## src/rtl/memory.sv

```systemverilog
// memory: small synchronous simple-dual-port RAM used as local scratch storage.
// It has one write port and one read port, both clocked on a single clock.
//
// Ports:
//   clock    - system clock; all state changes on the rising edge
//   reset    - synchronous, active-high; clears every word and dataout
//   write    - write enable; mem[addr_w] <= datain
//   read     - read enable; dataout <= mem[addr_r], otherwise dataout holds
//   addr_w   - write address
//   addr_r   - read address
//   datain   - write data
//   dataout  - registered read data (1-cycle latency)
//
// If a read and a write hit the same address in one cycle, the read sees the
// new data (write-first).
module memory #(
  parameter int DATA_WIDTH = 8,
  parameter int ADDR_WIDTH = 3
) (
  input  logic                  clock,
  input  logic                  reset,
  input  logic                  write,
  input  logic                  read,
  input  logic [ADDR_WIDTH-1:0] addr_w,
  input  logic [ADDR_WIDTH-1:0] addr_r,
  input  logic [DATA_WIDTH-1:0] datain,
  output logic [DATA_WIDTH-1:0] dataout
);

  localparam int DEPTH = 2 ** ADDR_WIDTH;

  logic [DATA_WIDTH-1:0] mem [DEPTH];
  logic                  bypass;

  // The write lands at this same edge, so a same-address read must take the
  // incoming data rather than the stale array contents.
  assign bypass = write && (addr_w == addr_r);

  always_ff @(posedge clock) begin
    if (reset) begin
      for (int i = 0; i < DEPTH; i++) begin
        mem[i] <= '0;
      end
      dataout <= '0;
    end else begin
      if (write) begin
        mem[addr_w] <= datain;
      end
      if (read) begin
        dataout <= bypass ? datain : mem[addr_r];
      end
    end
  end

endmodule

```

## config.mk

```make
export PLATFORM = sky130hd
export DESIGN_NAME = memory
export DESIGN_NICKNAME = d
export VERILOG_FILES = /design/src/rtl/memory.sv
export SDC_FILE = /design/constraint.sdc
export NUM_CORES = 1
export LEC_CHECK = 0
export ABC_AREA = 1
export CORE_AREA = 2 2 99 73
export CTS_CLUSTER_DIAMETER = 120
export DETAILED_ROUTE_END_ITERATION = 10
export DIE_AREA = 0 0 101 75
export PLACE_DENSITY = 0.78
export SLEW_MARGIN = 10
export SYNTH_ARGS = -nofsm -noshare
export SYNTH_HDL_FRONTEND = slang
export SYNTH_SLANG_ARGS = --single-unit
```

## constraint.sdc

```tcl
create_clock -name clock -period 1.3 [get_ports clock]
set_input_delay 0.26 -clock clock [delete_from_list [all_inputs] [get_ports clock]]
set_output_delay 0.26 -clock clock [all_outputs]
set_load 0.02 [all_outputs]
```

==> metrics.cfg <==
[routing]
drt_iter0_drc = 361
wire_per_inst_um = 17.55
first_pass_iters = 5
viasPerCell = 5.624
vias = 2992
drc = 0
wl_mm = 9.334
final_antenna_net_count = 0

[cts]
clk_latency_ns = 0.36
path_clk_slew_ns = 0.07
cts_tree = yes
cts_root_buf = clkbuf_8
cts_hold_buf = 0
cts.path.max_buffers = 2
htreeDepth = 3
cts.sinks = 72
cts_buffers = 9

[setup_path]
cpLargestDelayFamily = flip-flops
path_buf_inv = 1
endpoint_kind = output pin
worstPathArrival_ns = 1.00
critPathLaunchType = flop
critical_path.cell_chain = clkdlybuf4s15_1
critPathMaxStageDelay_ns = 0.34
cp.required_ns = 1.04
cpMaxStageDelayCell = dfxtp_1
crit_type = flop to output pin
worstPathMaxFanout = 2

[synthesis]
postSynthCellCount = 364
ys.warnings.count = 0
ys_seq_area_share_pct = 62.16
yosysUniqueCellTypes = 21
syn_area_sq_mm = 0.003349
syn_area_per_cell_sq_um = 9.202
synth_nets = 382
ys_ff_latch = 72

[grt]
gr-total-overflow = 0
grt_pass1_wl_mm = 14.73
antenna_found_initial = 0
grt_pass1_vias = 2903
grt_usage_pct = 27.43
grt_max_degree = 17

[placement]
post-dp-hpwl_mm = 6.428
dpl-instance-area_sq_mm = 0.004113
io_buffers = 25
gp_congestion = 0.9677

[outcome]
outcome = complete, no violations

[sta]
timing.fmax_mhz = 796.2
finalHoldViolCount = 0
slew_headroom_pct = 77.64
rsz0062_at_grt = yes
finalCritPeriodShare_pct = 96.61
finalSetupViolCount = 0
worst_pin_slew_ns = 0.3319
period_needed_ns = 1.256
fin_worst_skew_ns = 0.004278
report.final.slew_viol_count = 0

[pwr]
irDropWorstVdd_v = 0.0006733
p_leak_nw = 1.874
p_total_mw = 5.582
power_density_mw_per_mm2 = 1255

[finish]
nNetsFinal = 464
layout-drive-gt1-share_pct = 21.95
utilization_pct = 67.70
stdcell_area_sq_mm = 0.004447
diodes = 0
layout_commonest_cell = nor2_1
syn2layout_area_growth_pct = 32.76
layout_common_cells = 99 x nor2_1, 64 x nand2_1, 64 x edfxtp_1

[floorplanning]
start_util_pct = 50.99
pin_count = 26
die_w_um = 101
die_h_um = 75
die-area_sq_mm = 0.007575
std_cell_rows = 25
coreArea_sq_mm = 0.006569

[min_path]
hold_path.class = input pin to flop

[job]
maxCapViolations = 0

per-layer routing:
| layer | track usage [%] | vias up | part of all wire (%) |
|---|---|---|---|
| li1 | - | 1364 | - |
| met1 | 36.00 | 1400 | 40 |
| met2 | 43.41 | 200 | 45 |
| met3 | 7.521 | 28 | 11 |
| met4 | 12.61 | 0 | 3.4 |
| met5 | 0 | - | 0 |
final timing paths:
path,from,endpoint,slack [ns],cells after the start
worst min register to register,dataout[6]$_SDFFE_PP0P_,dataout[6]$_SDFFE_PP0P_,0.46,2
worst max register to register,mem[7][7]$_SDFFCE_PN0P_,dataout[7]$_SDFFE_PP0P_,0.16,4
worst min-delay path,reset,dataout[6]$_SDFFE_PP0P_,0.41,3
worst max-delay path,dataout[1]$_SDFFE_PP0P_,dataout[1],0.04,1
logic make-up after synthesis:
kind of cell           after synthesis  synth area share, %
AOI/OAI and AO/OA                   32                5.230
and+or+nand+nor                    219                26.71
buffers and inverters               41                5.902
DFF                                 72                62.16
area by class of cell:
| type | instances | area (sq um) |
|---|---|---|
| clock buffer | 9 | 123.9 |
| clock inverter | 7 | 110.1 |
| fill | 500 | 2122 |
| inverter | 27 | 113.9 |
| multi-input combinational | 252 | 1119 |
| sequential | 72 | 2082 |
| tap | 81 | 101.3 |
| timing repair buffer | 84 | 797.0 |
power breakdown:
| part | internal [mW] | switching, mW |
|---|---|---|
| Clock | 1.26 | 0.859 |
| Combinational | 0.315 | 0.441 |
| Sequential | 2.66 | 0.0475 |
| Total | 4.23 | 1.35 |
through the flow:
stage                     instances    TNS, ns  hold slack, ns  setup WS [ns]
after CTS                       532          0          0.3920      0.0005671
after global routing            532  -0.001584          0.4102      -0.001584
final                           532          0          0.4081        0.04403
after floorplan                 364     -3.949          0.3291       -0.06182
after global placement          509     -67.55          0.4515        -0.6005
after detailed placement        509     -70.65          0.4545        -0.6114
registers in the layout (all words and copies together), names as in the netlist:
signal / cells
mem: 64
dataout: 8
cells in the mapped netlist (all sizes together):
cell type	n	area [sq um]
clkbuf	3	11.26
o21ai	24	127.6
a21oi	8	47.55
inv	19	81.33
edfxtp	64	1922
clkinv	8	30.03
nand2	70	270.3
nand3	44	220.2
buf	11	75.07
dfxtp	8	160.2
nor2	105	404.1
timing repair:
item	CTS	global route
gates resized for setup	42	11
pin swaps	11	0
setup buffers	6	0
hold endpoints to repair	0	0
gates cloned	1	0
setup endpoints to repair	138	41
Note: power is estimated with default switching activity, not from simulation.
